**config.mk**
```make
export PLATFORM = sky130hd
export DESIGN_NAME = iir_biquad_seq
export DESIGN_NICKNAME = d
export VERILOG_FILES = /design/src/rtl/iir_biquad_seq.sv
export SDC_FILE = /design/constraint.sdc
export NUM_CORES = 1
export LEC_CHECK = 0
export CAP_MARGIN = 20
export CELL_PAD_IN_SITES_DETAIL_PLACEMENT = 0
export CELL_PAD_IN_SITES_GLOBAL_PLACEMENT = 1
export CORE_AREA = 2 2 104 181
export DETAILED_ROUTE_END_ITERATION = 10
export DIE_AREA = 0 0 106 183
export HOLD_SLACK_MARGIN = 0.15
export PLACE_DENSITY = 0.86
export SETUP_SLACK_MARGIN = 0.4
export SLEW_MARGIN = 20
export SYNTH_ARGS = -nofsm -noshare
export SYNTH_HDL_FRONTEND = slang
export SYNTH_SLANG_ARGS = --single-unit
```
**constraint.sdc**
```tcl
create_clock -name clk -period 9.67 [get_ports clk]
set_input_delay 0.967 -clock clk [delete_from_list [all_inputs] [get_ports clk]]
set_output_delay 0.967 -clock clk [all_outputs]
set_load 0.05 [all_outputs]
```
**src/rtl/iir_biquad_seq.sv**
```systemverilog
// Direct Form I biquad IIR with a single shared CW x DW multiplier stepped over
// five taps, plus rounding, saturation and valid/ready streaming on both sides.
module iir_biquad_seq #(
    parameter int DW   = 8,
    parameter int CW   = 8,
    parameter int FRAC = 6
) (
    input  logic                 clk,
    input  logic                 rst,
    input  logic                 coef_we,
    input  logic [2:0]           coef_addr,
    input  logic signed [CW-1:0] coef_data,
    output logic                 coef_busy,
    input  logic                 clr_state,
    input  logic                 in_valid,
    output logic                 in_ready,
    input  logic signed [DW-1:0] x,
    output logic                 out_valid,
    input  logic                 out_ready,
    output logic signed [DW-1:0] y,
    output logic                 sat
);

    localparam int ACCW = DW + CW + 3;
    localparam int PW   = DW + CW;
    localparam logic signed [ACCW-1:0] HALF = ACCW'(2 ** (FRAC - 1));
    localparam logic signed [ACCW-1:0] YMAX = ACCW'(2 ** (DW - 1) - 1);
    localparam logic signed [ACCW-1:0] YMIN = ~YMAX;

    typedef enum logic [1:0] {IDLE, MAC, OUT, HOLD} state_t;

    state_t                 state, state_nxt;
    logic [2:0]             tap;
    logic signed [DW-1:0]   xs, x1, x2, y1, y2;
    logic signed [ACCW-1:0] acc;
    logic signed [CW-1:0]   coef [5];

    logic signed [CW-1:0]   mul_c;
    logic signed [DW-1:0]   mul_d;
    logic signed [PW-1:0]   prod;
    logic signed [ACCW-1:0] prod_ext, rnd, r;
    logic signed [DW-1:0]   y_clamped;
    logic                   clamped;

    // Operand select for the shared multiplier
    always_comb begin
        mul_c = coef[0];
        mul_d = xs;
        case (tap)
            3'd1:    begin mul_c = coef[1]; mul_d = x1; end
            3'd2:    begin mul_c = coef[2]; mul_d = x2; end
            3'd3:    begin mul_c = coef[3]; mul_d = y1; end
            3'd4:    begin mul_c = coef[4]; mul_d = y2; end
            default: begin mul_c = coef[0]; mul_d = xs; end
        endcase
    end

    assign prod     = PW'(mul_c) * PW'(mul_d);
    assign prod_ext = {{(ACCW - PW){prod[PW-1]}}, prod};

    // Round half up, then clamp to the output range
    always_comb begin
        rnd       = acc + HALF;
        r         = rnd >>> FRAC;
        clamped   = 1'b0;
        y_clamped = r[DW-1:0];
        if (r > YMAX) begin
            y_clamped = YMAX[DW-1:0];
            clamped   = 1'b1;
        end else if (r < YMIN) begin
            y_clamped = YMIN[DW-1:0];
            clamped   = 1'b1;
        end
    end

    always_ff @(posedge clk or negedge rst) begin
        if (!rst) state <= IDLE;
        else      state <= state_nxt;
    end

    always_comb begin
        state_nxt = state;
        in_ready  = (state == IDLE);
        coef_busy = (state != IDLE);
        case (state)
            IDLE:    if (in_valid)     state_nxt = MAC;
            MAC:     if (tap == 3'd4)  state_nxt = OUT;
            OUT:                       state_nxt = HOLD;
            HOLD:    if (out_ready)    state_nxt = IDLE;
            default:                   state_nxt = IDLE;
        endcase
        if (clr_state) state_nxt = IDLE;
    end

    always_ff @(posedge clk or negedge rst) begin
        if (!rst) begin
            tap       <= '0;
            xs        <= '0;
            x1        <= '0;
            x2        <= '0;
            y1        <= '0;
            y2        <= '0;
            acc       <= '0;
            y         <= '0;
            out_valid <= 1'b0;
            sat       <= 1'b0;
            for (int i = 1; i < 5; i++) coef[i] <= '0;
            coef[0]   <= CW'(2 ** FRAC);
        end else if (clr_state) begin
            // coefficients and the last y survive a flush
            x1        <= '0;
            x2        <= '0;
            y1        <= '0;
            y2        <= '0;
            sat       <= 1'b0;
            out_valid <= 1'b0;
        end else begin
            case (state)
                IDLE: begin
                    if (coef_we) begin
                        case (coef_addr)
                            3'd0:    coef[0] <= coef_data;
                            3'd1:    coef[1] <= coef_data;
                            3'd2:    coef[2] <= coef_data;
                            3'd3:    coef[3] <= coef_data;
                            3'd4:    coef[4] <= coef_data;
                            default: ;
                        endcase
                    end
                    if (in_valid) begin
                        xs  <= x;
                        acc <= '0;
                        tap <= '0;
                    end
                end
                MAC: begin
                    acc <= acc + prod_ext;
                    tap <= tap + 3'd1;
                end
                OUT: begin
                    y         <= y_clamped;
                    out_valid <= 1'b1;
                    sat       <= sat | clamped;
                    x2        <= x1;
                    x1        <= xs;
                    y2        <= y1;
                    y1        <= y_clamped;
                end
                HOLD: if (out_ready) out_valid <= 1'b0;
                default: ;
            endcase
        end
    end

endmodule
```
# Word-level counts from Yosys, hierarchy flattened
# Index checks and enable logic that the tools add are counted.
classes:
  addsub: 3
  n_mul: 1
  div: 0
  n_lt_le_gt_ge: 2
  eq_ne: 15
  n_shift: 0
  mux: 28
  n_bitwise: 2
  reduce_logical: 16
op_table:
  columns: ["cell", "n"]
  rows:
  - ["two-way mux 8 bit", 10]
  - ["case mux 8 bit (4 select lines)", 2]
  - ["case mux 19 bit (2 select lines)", 1]
  - ["AND reduction 4 bit", 5]
  - ["adder 19 x 16 -> 19 bit", 1]
  - ["adder 19 x 7 -> 19 bit, second input constant", 1]
  - ["two-way mux 19 bit", 1]
  - ["multiplier 8 x 8 -> 16 bit", 1]
  - ["greater-than comparator 13 x 8 -> 1 bit, second input constant", 1]
  - ["< comparator 13 x 8 -> 1 bit, second input constant", 1]
  - ["== test 3 x 2 -> 1 bit, second input constant", 4]
  - ["inequality test 3 bit, second input constant", 3]
  - ["AND reduction 3 bit", 3]
  - ["two-way mux 2 bit", 4]
  - ["case mux 2 bit (4 select lines)", 1]
  - ["== test 3 x 1 -> 1 bit, second input constant", 2]
  - ["== test 3 bit, second input constant", 2]
  - ["two-way mux 1 bit", 6]
  - ["case mux 3 bit (2 select lines)", 1]
  - ["nonzero test 2 bit", 3]
  - ["== test 2 bit, second input constant", 2]
  - ["AND reduction 2 bit", 2]
  - ["adder 3 x 1 -> 3 bit, second input constant", 1]
  - ["logical NOT 3 bit", 1]
  - ["other kinds (8)", 8]
word_totals:
  regBits: 114
  latch_bits: 0
  ram_bits: 0
  romBits: 0
  wordCells: 83
  memories: 0

# Depth between registers and ports, before layout
# Gate-level depths: netlist of the first run.
depth:
  depth_word: 7
  ltp_mapped: 25

# Worst setup path before layout of the first run
# No wires, ideal clock.
synth_path:
  kind: "register to register"
  from: "register tap[0]"
  to: "register acc[15]"
  setup_time_ns: 0.069
  arrival_ns: 6.333
  path_slack_ns: 3.268
  stages_incl_launch_ff: 19
  n_path_buf: 1
  synth_period_minus_slack_ns: 6.402
  cell_sequence: "dfrtp_1 inv_1 ha_1 nor3_1 o21ai_1 clkbuf_1 a31oi_1 nor2b_1 fa_1 fa_1 fa_1 fa_1 ha_1 ha_1 o21ai_0 o21ai_0 a21oi_1 or4b_2 nand3_1"
synth_between:
  elab_chain_len: 5
  elab_cells_between_ends: 9
  classes_between: "1 x add/sub; 1 x mul; 4 x eq/ne; 3 x mux"
synth_lines:
  columns: ["item", "line", "rtl"]
  rows:
  - ["from (decl)", "33", "logic [2:0] tap;"]
  - ["from (signal assigned)", "138", "tap <= tap + 3'd1;"]
  - ["== test 3 bit, or another cell as far along", "49", "case (tap)"]
  - ["case mux 8 bit (4 select lines)", "49", null]
  - ["multiplier 8 x 8 -> 16 bit *", "58", "assign prod = PW'(mul_c) * PW'(mul_d);"]
  - ["adder 19 x 16 -> 19 bit *", "137", "acc <= acc + prod_ext;"]
  - ["case mux 19 bit (2 select lines) *", "118", "case (state)"]
  - ["to (signal assigned)", "137", null]
  - ["to (decl)", "35", "logic signed [ACCW-1:0] acc;"]
# Every way passes the cells marked *; elsewhere a longest branch is shown, timed or not.
# A chain may end at the register's enable or synchronous reset.

# Final worst setup path of the first run
# Same ends and word-level chain as after synthesis.

==> results of run 1 <==
-- cells by family after synthesis --
kind of cell | Yosys count | share of synthesized area (%)
multiplexers | 77 | 9.45
flip-flops | 114 | 32.5
AND/OR/NAND/NOR | 232 | 12.2
buffers and inverters | 134 | 5.95
XOR/XNOR | 25 | 2.49
adder cells (fa/ha/maj) | 138 | 26.9
AO/OA/AOI/OAI | 132 | 10.5
-- flip-flops by register name (all words and copies together) (netlist names) --
signal     count
coef          40
acc           19
x1             8
x2             8
xs             8
y1             8
y2             8
y              8
tap            3
state          2
out_valid      1
sat            1
-- worst max-delay path, cell delays in order, from the launching register on --
cell      delay, ns
dfrtp_1        0.43
inv_1          0.11
ha_1           0.16
and2_1         0.59
a22oi_1        0.20
a31oi_1        0.70
nand2b_1       0.17
fa_1           0.53
inv_1          0.06
fa_1           0.53
fa_1           0.45
fa_1           0.57
inv_1          0.06
fa_1           0.50
inv_1          0.04
ha_1           0.32
o21ai_0        0.18
o21ai_0        0.32
a21oi_1        0.19
or4b_2         0.66
nand3_1        0.09
-- area by class of cell --
class,count,share of cell area [%]
Multi-Input combinational cell,604,54.1
Sequential cell,114,28.5
Clock buffer,21,4.60
Timing Repair Buffer,46,4.32
Inverter,106,3.98
Tap cell,234,2.93
Clock inverter,10,1.57
-- layer usage --
metal  vias to the layer above  routed length, um
li1                       2952                  -
met1                      3202               7850
met2                       144              11800
met3                        54                601
met4                         0                860
met5                         -                  0
-- final timing paths --
path | to | slack, ns | cells after the start
min reg2reg | acc[0] | 0.48 | 2
max | acc[15] | 2.72 | 20
max in group asynchronous | coef[34] | 7.78 | 2
min in group asynchronous | sat | 0.59 | 1
min | acc[0] | 0.48 | 2
max reg2reg | acc[15] | 2.72 | 20
-- stage by stage --
stage / worst slack (ns) / hold slack [ns]
4_1_cts: 2.74 / 0.479
5_1_grt: 2.36 / 0.501
6_report: 2.72 / 0.479
3_5_place_dp: 2.76 / 0.467
2_1_floorplan: 3.27 / 0.445
3_3_place_gp: 2.93 / 0.458
-- cell usage in the layout (no fill, tap or decap), types with 9 or more instances in the layout --
cell | Yosys | final
a21oi_1 | 11 | 11
a22oi_1 | 33 | 33
buf_4 | 0 | 11
clkbuf_16 | 0 | 17
clkdlybuf4s50_1 | 0 | 35
dfrtp_1 | 113 | 113
fa_1 | 85 | 85
ha_1 | 53 | 53
inv_1 | 106 | 106
mux2_2 | 48 | 48
mux2i_1 | 29 | 29
nand2_1 | 48 | 48
nand2b_1 | 11 | 11
nand3_1 | 29 | 29
nor2_1 | 96 | 96
o211ai_1 | 11 | 11
o21ai_0 | 17 | 17
o21ai_1 | 10 | 9
xnor2_1 | 14 | 14
xor2_1 | 11 | 11
==> metrics.cfg, run 1 <==
[routing]
via_per_inst=5.60
via_count=6352
drt_iter0_drc=293
wire_per_inst_um=18.6
wirelength_mm=21.1
firstDrtPassIters=5
drc=0
antenna_left=0

[final_layout]
diodes=0
synthToLayoutAreaGrowth_pct=13.9
utilization_pct=55.7
multiInputGateArea_um2=5410
seqCellArea_um2=2850
layoutNonFillerInstCount=1135
final_area_um2=10000
drive_above_1_share_pct=11.8
nets=1052
nFillCells=1546

[clocking]
cts_sinks=114
clockRootBuffer=clkbuf_16
insertion_delay_ns=0.43
cts_made_buffers=17
h-tree-depth=4
cts_tree=done
postCtsHoldBufs=0
clock_path_buffers=2
postCtsSetupBuffers=0
clkTransAtPathRegs_ns=0.06
cts_resized=0

[global_routing]
grt_pass1_vias=6757
gr-usage-met1_pct=25.5
grt_use_total_pct=23.3
grt.busiest_layer=met2
use_met2_pct=43.3
grt_pass1_wl_mm=34.7
grt_overflow=0
grt_antenna_before_repair=0
grt_max_degree=66
grt_use_met3_pct=3.41

[critical_path]
cp_max_fo=16
endpoint_kind=flop
start_kind=flop
crit-reg2reg-launch=tap[0]
crit_type=flop to flop
startpoint=tap[0]
crit_required_ns=10.04
worstPathArrival_ns=7.31

[floorplanning]
initial_core_util_pct=48.9
fp.dieH_um=183
io_pins=37
floorplan.die.width_um=106
floorplan.rows=65
die_area_um2=19400
core_area_um2=18000

[sta]
tightest_slew_ns=0.868
finalSetupTns_ns=0
finClkSkew_ns=0.0133
rsz0062_at_grt=no
period_share_pct=71.8
setup_violations=0
relSlewSlack_pct=42.0
hold_viol=0
fmax_mhz=144
drv_slew=0
fin_crit_ns=6.95

[logic_synthesis]
synth_area_leaders=dfrtp_1 (32%), fa_1 (19%), ha_1 (7.5%)
async_flop_share_pct=100
syn_nets=1015
synth_edf_count=0
ys_warn_count=0
yosysUniqueCellTypes=60
yosys-top-cells-count=dfrtp_1 (113), inv_1 (106), nor2_1 (96)
yosysMostFrequentCell=dfrtp_1
synth_ff_type=dfrtp_1
syn_inst=852
avgSynthCellArea_um2=10.3
synth_area_um2=8790
yosys.area.top_type=dfrtp_1
ys_seq_area_share_pct=32.5
synthDominantCellAreaShare_pct=32.2
synth_seq_cells=114

[run]
maxCapViolCount=0

[worst_hold_path]
hold_start=acc[0]
min-delay-path-class=flop to flop

[place]
finalWeightedCongestion=0.791
numPortBuffers=36
placed_area_um2=9390
dp_cells=1104
hpwl_mm=16.3

[outcome]
status=complete, no violations

Power of run 1 is left out: the tool's default activity adds up to more than one toggle a clock period on the data nets, which glitch-free logic cannot reach.
==> inputs of run 2 (changes only) <==
- CORE_AREA: 2 2 104 181 -> 2 2 109 190
- DIE_AREA: 0 0 106 183 -> 0 0 111 192
- PLACE_DENSITY: 0.86 -> 0.83
- clock period: 9.67 -> 5.8 ns (I/O delays scaled with it)
==> run 2 against run 1 <==
Clock-buffer cell count shrank 3; critical endpoint unchanged; global-route usage shrank 1.1 points; hold slack lost 0.26 ns; critical path depth rose by 3; non-clock buffer count up 64; cell count is 6.7% higher; sequential share of layout area fell by 3.5 points; core utilization rose by 2.5 points; wire length increased by 6.6%; first-iteration DRC count rose by 3.4%; flip-flop and latch count unchanged; final area grew 14%.
==> metrics.cfg, run 2 (synthesized netlist as in run 1, its figures left out) <==
[routing]
via_count=6650
antenna_left=0
wirelength_mm=22.5
firstDrtPassIters=4
via_per_inst=5.49
drt_iter0_drc=303
wire_per_inst_um=18.6
drc=0

[sta]
rsz0062_at_grt=yes
finalSetupTns_ns=0
fmax_mhz=174
setup_violations=0
hold_viol=0
finClkSkew_ns=0.00814
drv_slew=0
tightest_slew_ns=0.803
period_share_pct=99.1
fin_crit_ns=5.75
relSlewSlack_pct=46.4
whs_ns=0.222

[global_routing]
grt_overflow=0
grt_max_degree=59
grt_antenna_before_repair=0
grt_pass1_vias=7275
grt_use_total_pct=22.2
grt_pass1_wl_mm=37.2

[clocking]
postCtsHoldBufs=0
clockRootBuffer=clkbuf_16
cts_made_buffers=17
cts_tree=done
h-tree-depth=4
clock_path_buffers=2
clkTransAtPathRegs_ns=0.06
cts_sinks=114
insertion_delay_ns=0.43

[final_layout]
layoutNonFillerInstCount=1211
final_common_cell=dfrtp_1
drive_above_1_share_pct=30.0
diodes=0
nets=1116
mostFrequentLayoutCells=dfrtp_1 (110), inv_1 (95), nor2_1 (86)
reg_top3=coef (40), acc (19)
synthToLayoutAreaGrowth_pct=30.1
largest_register_ff_count=40
largest_register=coef

[critical_path]
crit_top_cell=fa_1
critPathSlowestCell=fa_1
crit_type=flop to flop
endpoint_kind=flop
worstPathArrival_ns=6.11
max_stage_delay_ns=0.59
crit_required_ns=6.16
cp_max_fo=7
start_kind=flop
path_cells=inv_2 -> ha_4 -> nor3_4 -> o21ai_4 -> buf_12 -> buf_16 -> o21ai_4 -> buf_6 -> nor2_1 -> fa_1 -> inv_2 -> buf_4 -> fa_1 -> inv_1 -> fa_1 -> fa_1 -> ha_4 -> ha_4 -> nand2_4 -> nor3_2 -> a21oi_2 -> or4b_4 -> nand3_2

[floorplanning]
die_area_um2=21300
floorplan.rows=68
io_pins=37
fp.dieH_um=192
floorplan.die.width_um=111
initial_core_util_pct=44.7
core_area_um2=19700

[run]
maxCapViolCount=0

[place]
dp_cells=1144
finalWeightedCongestion=0.845
numPortBuffers=36
hpwl_mm=16.7

[outcome]
status=complete, no violations

[worst_hold_path]
min-delay-path-class=primary input to async pin

## run 2: cell count changes in the layout (fill, tap and decap cells not counted), sizes merged
cell and change:
buf +63, clkbuf -3, inv +3, bufinv -2, clkinvlp +2, bufbuf +1, clkinv +1
## run 2: final timing paths
check	from	to	slack (ns)	cells after the start
worst max register to register	tap[0]	acc[15]	0.05	23
min in group clk	acc[0]	acc[0]	0.47	2
worst max-delay path	tap[0]	acc[15]	0.05	23
max in group asynchronous	rst	tap[1]	4.31	2
worst min register to register	acc[0]	acc[0]	0.47	2
worst min-delay path	rst	y[0]	0.22	1
## run 2: timing repair
item | in CTS | in global routing
setup endpoints to repair | 11 | 13
cloned | 2 | 0
pin swaps | 40 | 24
resized for setup | 57 | 32
buffers inserted | 24 | 9
## run 2: metrics by stage
step	cell area, um^2	util (%)	worst slack (ns)
after floorplan	9280	-	0.344
after global placement	10100	51.3	-0.130
after detailed placement	10100	51.3	-0.154
after CTS	11200	57.1	0.0548
final	11400	58.2	0.0513
after global routing	11400	58.2	-0.195
## run 2: cell type report
type,count,area (um^2)
Clock buffer,18,439
Clock inverter,14,153
Fill cell,1601,8220
Inverter,106,402
Multi-Input combinational cell,604,6220
Sequential cell,114,2860
Tap cell,245,307
Timing Repair Buffer,110,1060
## run 2: metal layers
metal	track usage [%]	vias to the layer above	wire length, um
met2	43.0	118	12700
met1	23.4	3387	8160
met3	3.06	62	635
met4	10.6	0	1050
li1	-	3083	-
met5	0	-	0
## run 2: worst max-delay path: cells and delay by family, from the launching register on
family | cells | cell delay [ns]
and+or+nand+nor | 6 | 1.10
adders and majority gates | 7 | 2.90
DFF | 1 | 0.44
buffers and inverters | 7 | 0.81
AOI/OAI and AO/OA | 3 | 0.41
Power of run 2 is left out for the same reason.
==> inputs of run 3 (changes only) <==
- CAP_MARGIN: 20 -> 5
- CORE_AREA: 2 2 109 190 -> 2 2 104 181
- DIE_AREA: 0 0 111 192 -> 0 0 106 183
- PLACE_DENSITY: 0.83 -> 0.86
- clock period: 5.8 -> 6.3 ns (I/O delays scaled with it)
==> run 3 against run 2 <==
Critical path type unchanged; hold slack worse by 0.035 ns; critical path depth is 1 higher; register-to-register slack better by 0.36 ns; sequential share of layout area is 0.14 points higher; maximum frequency is 2.4% lower; wire length is 2.0% higher; largest cell class unchanged; flip-flop and latch count stayed put; clock skew is 0.0040 ns higher; non-clock buffer count is 16 higher; clock-buffer cell count stayed put.
==> metrics.cfg, run 3 (synthesized netlist as in run 1, its figures left out) <==
[sta]
fmax_mhz=170
setup_violations=0
hold_viol=0
finalSetupTns_ns=0
fin_crit_ns=5.89
relSlewSlack_pct=35.2
drv_slew=0
finClkSkew_ns=0.0121
whs_ns=0.186
period_share_pct=93.5
tightest_slew_ns=0.971
rsz0062_at_grt=yes

[final_layout]
nets=1133
largest_register=coef
nFillCells=1386
final_common_cell=dfrtp_1
synthToLayoutAreaGrowth_pct=29.4
reg_top3=coef (40), acc (19)
largest_register_ff_count=40
drive_above_1_share_pct=29.7
diodes=0
mostFrequentLayoutCells=dfrtp_1 (110), inv_1 (92), nor2_1 (87)
utilization_pct=63.3

[critical_path]
cp_max_fo=8
endpoint_kind=flop
critPathSlowestCell=fa_1
crit_type=flop to flop
crit_buf_inv=8
cp_top_family=adder cells
crit_top_cell=fa_1
start_kind=flop
path_cells=inv_2 -> ha_4 -> nor3_4 -> o21ai_4 -> buf_12 -> buf_12 -> buf_4 -> a31o_2 -> nand2b_1 -> fa_1 -> inv_1 -> fa_1 -> fa_1 -> fa_1 -> inv_2 -> fa_1 -> inv_2 -> ha_4 -> o21ai_4 -> o21ai_2 -> a21oi_2 -> buf_4 -> or4_1 -> nand3_1
r2r_slack_ns=0.41
max_stage_delay_ns=0.58
crit_required_ns=6.65
worstPathArrival_ns=6.24

[floorplanning]
floorplan.rows=65
initial_core_util_pct=48.9
die_area_um2=19400
floorplan.die.width_um=106
io_pins=37
core_area_um2=18000
fp.dieH_um=183

[run]
maxCapViolCount=0

[clocking]
h-tree-depth=4
clock_path_buffers=2
postCtsHoldBufs=0
insertion_delay_ns=0.42
clockRootBuffer=clkbuf_16
cts_sinks=114
cts_made_buffers=17
clkTransAtPathRegs_ns=0.06
cts_tree=done

[routing]
via_count=6814
wirelength_mm=23.0
drt_iter0_drc=356
via_per_inst=5.60
wire_per_inst_um=18.9
firstDrtPassIters=5
antenna_left=0
drc=0

[worst_hold_path]
min-delay-path-class=primary input to async pin

[outcome]
status=complete, no violations

[place]
hpwl_mm=16.8
numPortBuffers=36
finalWeightedCongestion=0.847

[global_routing]
grt_overflow=0
grt_max_degree=79
grt_antenna_before_repair=0
grt_pass1_vias=7325
grt_pass1_wl_mm=36.4
grt_use_total_pct=24.2

==> run 3: cell count changes in the layout (fill, tap and decap cells not counted), moves of 4 or more <==
| cell | delta |
|---|---|
| a22oi_1 | +8 |
| a22oi_2 | -8 |
| a31oi_4 | -4 |
| buf_4 | +15 |
| inv_2 | +4 |
| nand3_1 | +4 |
| o21ai_1 | +4 |
| o21ai_4 | -5 |
==> run 3: cell type report <==
class,count,area [um^2],share of cell area (%)
sequential,114,2860,25.1
multi-input combinational,605,6030,53.1
timing repair buffer,126,1170,10.3
inverter,106,398,3.50
tap,234,293,2.58
clock inverter,14,179,1.57
clock buffer,18,439,3.86
==> run 3: through the flow <==
stage               std cells  area (um^2)  setup slack, ns
finish                   1217        11400            0.409
global route             1217        11400            0.210
CTS                      1196        10700            0.399
detailed placement       1153         9850           -0.125
global placement         1153         9850           0.0268
floorplan                 852         8810            0.433
==> run 3: timing repair <==
item / 4_1_cts / 5_1_grt
gates resized for setup: 42 / 92
pin swaps: 11 / 60
gates cloned: 1 / 2
setup buffers: 10 / 19
setup endpoints to repair: 11 / 10
==> run 3: final timing paths <==
| kind | start | endpoint | depth (start not counted) |
|---|---|---|---|
| max | tap[0] | acc[17] | 24 |
| min | rst | y[5] | 1 |
| max reg2reg | tap[0] | acc[17] | 24 |
| min reg2reg | acc[0] | acc[0] | 2 |
| max in group asynchronous | rst | tap[0] | 2 |
| min in group clk | acc[0] | acc[0] | 2 |
==> run 3: layer usage <==
| metal | track usage (%) | part of all wire, % |
|---|---|---|
| met5 | 0 | 0 |
| met4 | 12.1 | 4.3 |
| met3 | 3.91 | 2.9 |
| met2 | 46.2 | 58 |
| met1 | 25.2 | 35 |
Power of run 3 is left out for the same reason.
